--- config.mk ---
export PLATFORM = sky130hd
export DESIGN_NAME = uart_rx_fifo_flat
export DESIGN_NICKNAME = d
export VERILOG_FILES = /design/src/rtl/uart_rx_fifo_pkg.sv /design/src/rtl/uart_rx_fifo_if.sv /design/src/rtl/uart_rx_fifo_sync_fifo.sv /design/src/rtl/uart_rx_fifo.sv /design/src/flat_wrapper.sv
export SDC_FILE = /design/constraint.sdc
export NUM_CORES = 1
export LEC_CHECK = 0
export ABC_AREA = 0
export BUFFER_PORTS_ARGS = -buffer_cell sky130_fd_sc_hd__clkbuf_2
export CORE_MARGIN = 2
export CORE_UTILIZATION = 60
export DETAILED_ROUTE_END_ITERATION = 12
export HOLD_SLACK_MARGIN = 0.03
export PLACE_DENSITY = 0.81
export SLEW_MARGIN = 10
export SYNTH_ARGS = -nofsm -noshare
export SYNTH_HDL_FRONTEND = slang
export SYNTH_SLANG_ARGS = --single-unit
--- constraint.sdc ---
create_clock -name clk -period 3.86 [get_ports clk]
set_clock_uncertainty 0.2 [all_clocks]
set_input_delay 0.386 -clock clk [delete_from_list [all_inputs] [get_ports clk]]
set_output_delay 0.386 -clock clk [all_outputs]
set_load 0.01 [all_outputs]
--- src/rtl/uart_rx_fifo_pkg.sv ---
// Shared types and constants for the UART receive buffer (package uart_fifo_pkg).
package uart_fifo_pkg;

    localparam int unsigned BYTE_W = 8;

    typedef enum logic [1:0] {
        IDLE     = 2'd0,
        CAPTURE  = 2'd1,
        WAIT_LOW = 2'd2
    } cap_state_e;

endpackage

--- src/rtl/uart_rx_fifo_if.sv ---
// Bundle of receiver-side and CPU-side signals of uart_rx_fifo; slave modport is the buffer.
interface uart_rx_fifo_if #(
    parameter int unsigned DEPTH_BITS = 4
);
    import uart_fifo_pkg::*;

    logic [BYTE_W-1:0]   rx_data;
    logic                rx_interrupt;
    logic                rx_interrupt_clear;
    logic                rd;
    logic [BYTE_W-1:0]   rd_data;
    logic                empty;
    logic                full;
    logic [DEPTH_BITS:0] count;
    logic                overflow;
    logic                overflow_clear;
    logic                irq;

    modport slave (
        input  rx_data, rx_interrupt, rd, overflow_clear,
        output rx_interrupt_clear, rd_data, empty, full, count, overflow, irq
    );

    modport master (
        output rx_data, rx_interrupt, rd, overflow_clear,
        input  rx_interrupt_clear, rd_data, empty, full, count, overflow, irq
    );

endinterface

--- src/rtl/uart_rx_fifo_sync_fifo.sv ---
// Generic show-ahead FIFO: head word is presented on rdata_o while not empty.
module sync_fifo #(
    parameter int unsigned WIDTH      = 8,
    parameter int unsigned DEPTH_BITS = 4
) (
    input  logic                  clk,
    input  logic                  nreset,
    input  logic                  push_i,
    input  logic [WIDTH-1:0]      wdata_i,
    input  logic                  pop_i,
    output logic [WIDTH-1:0]      rdata_o,
    output logic [DEPTH_BITS:0]   count_o,
    output logic [DEPTH_BITS:0]   count_nxt_o,
    output logic                  full_o,
    output logic                  empty_o
);

    localparam int unsigned DEPTH = 1 << DEPTH_BITS;

    logic [WIDTH-1:0]      mem_q [DEPTH];
    logic [DEPTH_BITS-1:0] wr_ptr_q, wr_ptr_d;
    logic [DEPTH_BITS-1:0] rd_ptr_q, rd_ptr_d;
    logic [DEPTH_BITS:0]   count_q,  count_d;
    logic                  push_ok, pop_ok;

    assign full_o  = (count_q == (DEPTH_BITS+1)'(DEPTH));
    assign empty_o = (count_q == '0);
    assign rdata_o = mem_q[rd_ptr_q];
    assign count_o = count_q;
    assign count_nxt_o = count_d;

    // A pop in the same cycle frees the slot, so a push into a full FIFO is still accepted.
    assign pop_ok  = pop_i && !empty_o;
    assign push_ok = push_i && (!full_o || pop_ok);

    always_comb begin
        wr_ptr_d = wr_ptr_q;
        rd_ptr_d = rd_ptr_q;
        count_d  = count_q;
        if (push_ok) wr_ptr_d = wr_ptr_q + DEPTH_BITS'(1);
        if (pop_ok)  rd_ptr_d = rd_ptr_q + DEPTH_BITS'(1);
        case ({push_ok, pop_ok})
            2'b10:   count_d = count_q + (DEPTH_BITS+1)'(1);
            2'b01:   count_d = count_q - (DEPTH_BITS+1)'(1);
            default: count_d = count_q;
        endcase
    end

    always_ff @(posedge clk or negedge nreset) begin
        if (!nreset) begin
            wr_ptr_q <= '0;
            rd_ptr_q <= '0;
            count_q  <= '0;
        end else begin
            wr_ptr_q <= wr_ptr_d;
            rd_ptr_q <= rd_ptr_d;
            count_q  <= count_d;
        end
    end

    always_ff @(posedge clk) begin
        if (push_ok) mem_q[wr_ptr_q] <= wdata_i;
    end

endmodule

--- src/rtl/uart_rx_fifo.sv ---
// Receive buffer between uart1rx and the CPU: capture FSM, sticky overflow, irq.
// Optional macro UART_RX_FIFO_TIMEOUT_EN adds fill-threshold and idle-timeout irq.
module uart_rx_fifo
    import uart_fifo_pkg::*;
#(
    parameter int unsigned DEPTH_BITS    = 4
`ifdef UART_RX_FIFO_TIMEOUT_EN
   ,parameter int unsigned IRQ_THRESHOLD = 8
   ,parameter int unsigned TIMEOUT_BITS  = 8
`endif
) (
    input  logic          clk,
    input  logic          nreset,
    uart_rx_fifo_if.slave bus
);

    cap_state_e          state_q, state_d;
    logic                capture, pop, push, drop;
    logic                fifo_full, fifo_empty;
    logic [DEPTH_BITS:0] fifo_count, fifo_count_nxt;
    logic [BYTE_W-1:0]   fifo_rdata;
    logic                overflow_q, overflow_d;
    logic                irq_q, irq_d;

    always_comb begin
        state_d = state_q;
        capture = 1'b0;
        case (state_q)
            IDLE:     if (bus.rx_interrupt) state_d = CAPTURE;
            CAPTURE: begin
                capture = 1'b1;
                state_d = WAIT_LOW;
            end
            // Interrupt stays high until the source sees the clear; never re-capture it.
            WAIT_LOW: if (!bus.rx_interrupt) state_d = IDLE;
            default:  state_d = IDLE;
        endcase
    end

    always_ff @(posedge clk or negedge nreset) begin
        if (!nreset) state_q <= IDLE;
        else         state_q <= state_d;
    end

    assign pop  = bus.rd && !fifo_empty;
    assign push = capture && (!fifo_full || pop);
    assign drop = capture && fifo_full && !pop;

    sync_fifo #(
        .WIDTH      (BYTE_W),
        .DEPTH_BITS (DEPTH_BITS)
    ) u_fifo (
        .clk         (clk),
        .nreset      (nreset),
        .push_i      (push),
        .wdata_i     (bus.rx_data),
        .pop_i       (pop),
        .rdata_o     (fifo_rdata),
        .count_o     (fifo_count),
        .count_nxt_o (fifo_count_nxt),
        .full_o      (fifo_full),
        .empty_o     (fifo_empty)
    );

    always_comb begin
        overflow_d = overflow_q;
        if (bus.overflow_clear) overflow_d = 1'b0;
        if (drop)               overflow_d = 1'b1;
    end

`ifdef UART_RX_FIFO_TIMEOUT_EN
    logic [TIMEOUT_BITS-1:0] idle_cnt_q, idle_cnt_d;
    logic                    timeout_q,  timeout_d;

    always_comb begin
        idle_cnt_d = idle_cnt_q + TIMEOUT_BITS'(1);
        timeout_d  = timeout_q || (idle_cnt_q == '1);
        if (push || pop || fifo_empty) begin
            idle_cnt_d = '0;
            timeout_d  = 1'b0;
        end
        irq_d = (32'(fifo_count_nxt) >= IRQ_THRESHOLD) || timeout_d;
    end

    always_ff @(posedge clk or negedge nreset) begin
        if (!nreset) begin
            idle_cnt_q <= '0;
            timeout_q  <= 1'b0;
        end else begin
            idle_cnt_q <= idle_cnt_d;
            timeout_q  <= timeout_d;
        end
    end
`else
    // Registered from the next fill level so irq tracks empty without an extra cycle of lag.
    always_comb irq_d = (fifo_count_nxt != '0);
`endif

    always_ff @(posedge clk or negedge nreset) begin
        if (!nreset) begin
            overflow_q <= 1'b0;
            irq_q      <= 1'b0;
        end else begin
            overflow_q <= overflow_d;
            irq_q      <= irq_d;
        end
    end

    assign bus.rx_interrupt_clear = capture;
    assign bus.rd_data            = fifo_rdata;
    assign bus.empty              = fifo_empty;
    assign bus.full               = fifo_full;
    assign bus.count              = fifo_count;
    assign bus.overflow           = overflow_q;
    assign bus.irq                = irq_q;

endmodule

--- src/flat_wrapper.sv ---
// flat-port wrapper written by rule: the top's interface ports become plain ports
module uart_rx_fifo_flat import uart_fifo_pkg::*;
#(
    parameter int unsigned DEPTH_BITS    = 4

)
  (clk, nreset, bus_rx_data, bus_rx_interrupt, bus_rd, bus_overflow_clear, bus_rx_interrupt_clear, bus_rd_data, bus_empty, bus_full, bus_count, bus_overflow, bus_irq);
  uart_rx_fifo_if #(.DEPTH_BITS(DEPTH_BITS)) bus_i ();
  input  logic clk;
  input  logic nreset;
  input wire logic [$bits(bus_i.rx_data)-1:0] bus_rx_data;
  input wire logic [$bits(bus_i.rx_interrupt)-1:0] bus_rx_interrupt;
  input wire logic [$bits(bus_i.rd)-1:0] bus_rd;
  input wire logic [$bits(bus_i.overflow_clear)-1:0] bus_overflow_clear;
  output wire logic [$bits(bus_i.rx_interrupt_clear)-1:0] bus_rx_interrupt_clear;
  output wire logic [$bits(bus_i.rd_data)-1:0] bus_rd_data;
  output wire logic [$bits(bus_i.empty)-1:0] bus_empty;
  output wire logic [$bits(bus_i.full)-1:0] bus_full;
  output wire logic [$bits(bus_i.count)-1:0] bus_count;
  output wire logic [$bits(bus_i.overflow)-1:0] bus_overflow;
  output wire logic [$bits(bus_i.irq)-1:0] bus_irq;
  assign bus_i.rx_data = bus_rx_data;
  assign bus_i.rx_interrupt = bus_rx_interrupt;
  assign bus_i.rd = bus_rd;
  assign bus_i.overflow_clear = bus_overflow_clear;
  assign bus_rx_interrupt_clear = bus_i.rx_interrupt_clear;
  assign bus_rd_data = bus_i.rd_data;
  assign bus_empty = bus_i.empty;
  assign bus_full = bus_i.full;
  assign bus_count = bus_i.count;
  assign bus_overflow = bus_i.overflow;
  assign bus_irq = bus_i.irq;
  uart_rx_fifo #(.DEPTH_BITS(DEPTH_BITS)) u_core (.clk(clk), .nreset(nreset), .bus(bus_i));
endmodule
* After elaboration in Yosys (flattened, before gate mapping)
Memory sizes are Yosys's and may differ from the RTL's.
Cells that the tools add are included.
** Storage, ports and cells
- Bits of input ports :: 13
- Bits in writable memories :: 128
- Memories kept :: 1
- Register bits :: 17
** Memories
- u_core.u_fifo.mem_q :: depth 16, bits a word 8, read ports 1, clocked after memory_dff 0, write ports 1, RTL line uart_rx_fifo_sync_fifo.sv:20 : logic [WIDTH-1:0] mem_q [DEPTH];
** Cells by class
- Eq/ne operators :: 7
- Mux-type cells :: 9
- $add $sub $neg :: 4
- Reductions and logical operators :: 16
** Operators with widths (count)
- $pmux W5 S2 :: 1
- $add A4 B1 Y4 const B :: 2
- $logic_and A1 B1 Y1 :: 6
- $pmux W2 S3 :: 1
- $add A5 B1 Y5 const B :: 1
- $eq A5 B5 Y1 const B :: 1
- $logic_not A5 Y1 :: 1
- $mux W1 :: 5
- $reduce_bool A5 Y1 :: 1
- $sub A5 B1 Y5 const B :: 1
- $eq A2 B1 Y1 const B :: 2
- $eq A2 B2 Y1 const B :: 2
- $mux W2 :: 2
- $ne A2 B2 Y1 const B :: 2
- $logic_not A1 Y1 :: 3
- $logic_not A2 Y1 :: 1
- $logic_or A1 B1 Y1 :: 2
- $reduce_and A2 Y1 :: 1
- $reduce_bool A2 Y1 :: 1

* Depth between registers and ports, before layout
- Depth after elaboration :: 9
- Mapped depth :: 15

* Modules after synthesis
A second synthesis with hierarchy kept.
** Second synthesis, totals
- Cell total of the unflattened synthesis :: 319
- Area total of the unflattened synthesis :: 5929.4 sq um
** By module, submodules not included
- sync_fifo :: instances 1, area each 5751.8 sq um, cells each 302
- uart_rx_fifo :: instances 1, area each 177.7 sq um, cells each 17

* Worst setup path after synthesis
No wires, ideal clock.
- Path type :: flip-flop to flip-flop
- From :: register u_core.u_fifo.count_q[2] (netlist: u_core.u_fifo.count_o[2])
- To :: register u_core.irq_q (netlist: u_core.bus.irq)
- Period minus slack after synthesis :: 3406 ps
- Data arrival time :: 3067 ps
- Stages on the path, launching flop included :: 16
- Setup slack :: 454 ps
- Setup time :: 139 ps
- Cells stage by stage :: dfrtp_1 clkbuf_1 nor4_1 nand2_1 o21a_1 buf_2 inv_1 ha_1 clkbuf_1 xor2_1 ha_1 a211o_1 nand3_1 a21oi_1 xor2_1 or4b_1
** On the way
- Longest elaborated chain between the ends :: 9
** RTL lines
- start: declaration :: RTL line uart_rx_fifo_sync_fifo.sv:23 : logic [DEPTH_BITS:0] count_q, count_d;
- start signal: assignment :: RTL line uart_rx_fifo_sync_fifo.sv:57 : count_q <= count_d;
- $logic_not A5 Y1 :: RTL line uart_rx_fifo_sync_fifo.sv:27 : assign empty_o = (count_q == '0);
- $logic_not A1 Y1 :: RTL line uart_rx_fifo_sync_fifo.sv:33, uart_rx_fifo.sv:45
- $logic_and A1 B1 Y1 :: RTL line uart_rx_fifo.sv:45 : assign pop = bus.rd && !fifo_empty;
- $logic_or A1 B1 Y1 / $logic_and A1 B1 Y1 (equally long branches) :: RTL line uart_rx_fifo.sv:46, uart_rx_fifo_sync_fifo.sv:33
- $logic_and A1 B1 Y1 / $logic_or A1 B1 Y1 (equally long branches) :: RTL line uart_rx_fifo.sv:46, uart_rx_fifo_sync_fifo.sv:34
- $logic_and A1 B1 Y1 :: RTL line uart_rx_fifo_sync_fifo.sv:34 : assign push_ok = push_i && (!full_o || pop_ok);
- $eq A2 B1 Y1 / $eq A2 B2 Y1 (equally long branches) :: RTL line uart_rx_fifo_sync_fifo.sv:42 : case ({push_ok, pop_ok})
- $pmux W5 S2 * :: RTL line uart_rx_fifo_sync_fifo.sv:42
- named net u_core.fifo_count_nxt[4] :: RTL line uart_rx_fifo.sv:20 : logic [DEPTH_BITS:0] fifo_count, fifo_count_nxt;
- $reduce_bool A5 Y1 * :: RTL line uart_rx_fifo.sv:96 : always_comb irq_d = (fifo_count_nxt != '0);
- named net u_core.irq_d :: RTL line uart_rx_fifo.sv:23 : logic irq_q, irq_d;
- end signal: assignment :: RTL line uart_rx_fifo.sv:105 : irq_q <= irq_d;
- end: declaration :: RTL line uart_rx_fifo.sv:23
Mark *: on every way through the listed nets, which the timed path passes. The rest lies on a longest branch.
A chain may end at the register's enable or synchronous reset.

* Worst setup path in the final report
Ends and elaborated chain as after synthesis.

==> summary.md <==
| Metric | Value |
|---|---|
| Comb pwr share | `between 20% and 30%` |
| Num CTS Buffers | `17` |
| IO Port Bufs | `30` |
| Cell area power density | `732.2 nW/um^2` |
| Post-synth EDFFs | `128` |
| Area leader, netlist | `edfxtp_1` |
| Routed Antenna Nets | `0` |
| Sequential area share after synthesis | `72.10%` |
| Critical path class | `reg2reg` |
| Pre-antenna DRT Iters | `8` |
| Switch share | `30.13%` |
| GRT overflow | `0` |
| # IOs | `31` |
| Flop pwr share | `41.3%` |
| Synth Warn # | `0` |
| Post-DP Area | `between 6000 and 7000 um^2` |
| Type of origin of the critical path | `flop` |
| Std cell rows | `36` |
| DIE AREA | `10680 um^2` |
| Total number of vias | `2850` |
| 1st-iter DRT viols | `152` |
| Number of library cell types mapped by synthesis | `33` |
| Max clock buf depth | `2` |
| Synth top area share | `64.92%` |
| Clock Pin Slew Worst Setup and Hold Paths | `0.06 ns` |
| Avg Inst Size Synth | `between 20 and 25 um^2` |
| Hold crit path type | `in2reg` |
| Synth Register Bits | `145` |
| Layout fillers | `557` |
| Crit. End Element | `flop` |
| GP Congestion | `0.8072` |
| RSZ-0062 raised after global routing | `false` |
| Worst-margin pin slew | `0.9438 ns` |
| Slew Limit Fails | `0` |
| Share of layout cells above drive strength 1 | `22.65%` |
| Crit Path Max Fanout | `9` |
| Die width | `103.3 um` |
| H-tree depth | `4` |
| Synth Flop Type | `edfxtp_1` |
| Initial Util | `slightly above 60%` |
| Setup bufs post-CTS | `0` |
| Critical Path RT | `4.05 ns` |
| Max-slew headroom | `about 37%` |
| Status | `finished clean` |
| Die H | `just over 100 um` |
| CTS tree | `yes` |
| Final setup TNS | `0 ns` |
| Max rail drop VDD | `approximately 0.38 mV` |
| Hold_ws | `0.08289 ns` |
| Fmax | `289.0 MHz` |
| Worst skew pair latency | `0.52 ns` |
| Design area | `between 6000 and 7000 um^2` |
| Internal power | `3.483 mW` |
| Synth area leaders | `edfxtp_1 (65%), mux4_1 (13%), dfrtp_1 (7.2%)` |
| Final Hold Fails | `0` |
| Initial antenna violation count | `0` |
| Period minus WS final | `3.460 ns` |
| Net count of the mapped netlist | `306` |
| GR Util All Layers | `around 23%` |
| Synthesized instance count | `about 290` |
| Switching power | `1.502 mW` |
| Most frequent cells in the layout | `edfxtp_1 (128), mux4_1 (30), clkbuf_2 (30), dfrtp_1 (17), clkbuf_16 (16)` |
| HPWL Detailed | `6247 um` |
| First-pass GRT wire length | `16130 um` |
| Per-cell routed wire length | `23.58 um` |
| Max-Cap Viols | `0` |
| Avg Vias per Cell | `between 6 and 7` |
| Root buf cell | `clkbuf_8` |
| Total routed wirelength | `11150 um` |
| Clock network power share | `31.9%` |
| Diodes inserted | `0` |
| Number of global-route vias before repair | `2736` |
| Area delta synth->final | `14.98%` |
| Final Cycle Share | `89.64%` |
| Core Footprint | `9684 um^2` |
| Final setup fails | `0` |
| Leak | `2.405 nW` |
| Largest net degree at the start of global routing | `36` |
| Crit path arrival time | `3.65 ns` |
| Leading cell type in the layout, fill and taps excluded | `edfxtp_1` |
| # DRC | `0` |
| Clk sinks | `between 100 and 150` |
| FFs w/ async S/R, synth | `a little under an eighth` |
| Nets | `about 350` |
| Mapped Area | `5921 um^2` |
## repair_timing
action	CTS	global route
endpoints found under the setup margin	0	0
hold endpoints to repair	20	0
gates resized for setup	0	0
hold buffers	4	0
## metrics by stage
stage	cells	util (%)	total power, mW	setup slack [ns]
4_1_cts	473	70.30	5.013	0.3923
6_report	473	70.30	4.984	0.3998
5_1_grt	473	70.30	5.186	0.1523
3_3_place_gp	437	63.97	3.346	0.5110
3_5_place_dp	437	63.97	3.407	0.4007
2_1_floorplan	285	-	3.032	0.4540
## area by class of cell
type	count	area, um^2	share of cell area (%)
flip-flops and latches	145	4269	62.71
multi-input cells	117	1529	22.46
clock buffers	18	417.9	6.139
repair buffers	40	247.7	3.639
well taps	133	166.4	2.444
clock inverters	14	155.1	2.279
inverters	6	22.52	0.3308
## critical path, stage by stage, from the launching register on
cell	delay (ns)
dfrtp_1	0.46
nor4_1	0.39
nand2_1	0.15
o21a_1	0.29
inv_1	0.13
ha_1	0.32
xor2_1	0.11
ha_1	0.22
a211o_1	0.29
nand3_1	0.08
a21oi_1	0.07
xor2_1	0.15
or4b_1	0.45
## sequential cells by signal, indices dropped and copies added, names as in the netlist
name,cells
u_core.u_fifo.rd_ptr_q,4
u_core.u_fifo.mem_q,128
u_core.u_fifo.count_o,5
u_core.u_fifo.wr_ptr_q,4
u_core.state_q,2
u_core.bus.irq,1
u_core.bus.overflow,1
## synth_stat cells, types with 2 or more instances
cell type	number
xnor2_1	8
nor3_1	5
mux4_1	30
nand2b_1	5
inv_1	6
clkbuf_1	9
a211o_1	2
nor2_1	13
nor2b_1	2
mux2_2	2
dfrtp_1	17
mux4_2	10
buf_1	2
ha_1	8
buf_2	2
nand4_1	2
xor2_1	4
buf_6	3
nand3_1	3
edfxtp_1	128
nand2_1	10
a21oi_1	3
## worst paths after layout
path / start / to / slack (ns) / cells after the start
setup / recovery: u_core.u_fifo.count_o[2] / u_core.bus.irq / 0.40 / 12
hold / removal: bus_rx_data[5] / u_core.u_fifo.mem_q[0][5] / 0.08 / 1
setup reg to reg: u_core.u_fifo.count_o[2] / u_core.bus.irq / 0.40 / 12
hold reg to reg: u_core.state_q[1] / u_core.state_q[0] / 0.24 / 1
max in group asynchronous: nreset / u_core.u_fifo.rd_ptr_q[0] / 3.02 / 2
min in group asynchronous: nreset / u_core.u_fifo.count_o[3] / 0.13 / 2
## cells by family after synthesis
family	count (synthesis)	synth area share, %
AND/OR/NAND/NOR	45	3.741
buffers and inverters	23	2.071
flip-flops	145	72.10
XOR/XNOR	12	1.775
multiplexers	42	17.50
AO/OA/AOI/OAI	10	1.120
adder cells (fa/ha/maj)	8	1.691
## layer usage
layer	routed length, um	up-vias	part of all wire (%)	track usage (%)
met5	0	-	0	0
met4	69	0	0.62	7.490
met3	501	6	4.5	6.048
met2	5588	95	50	33.77
met1	4994	1489	45	33.04
li1	-	1260	-	-
## power groups by stage
stage / Combinational, mW / Sequential (mW) / Clock [mW]
floorplan: 1.06 / 1.97 / 0
global placement: 1.28 / 2.07 / 0
detailed placement: 1.32 / 2.09 / 0
CTS: 1.35 / 2.06 / 1.60
global route: 1.44 / 2.08 / 1.67
finish: 1.34 / 2.06 / 1.59
Power figures use the tool's default switching activity.
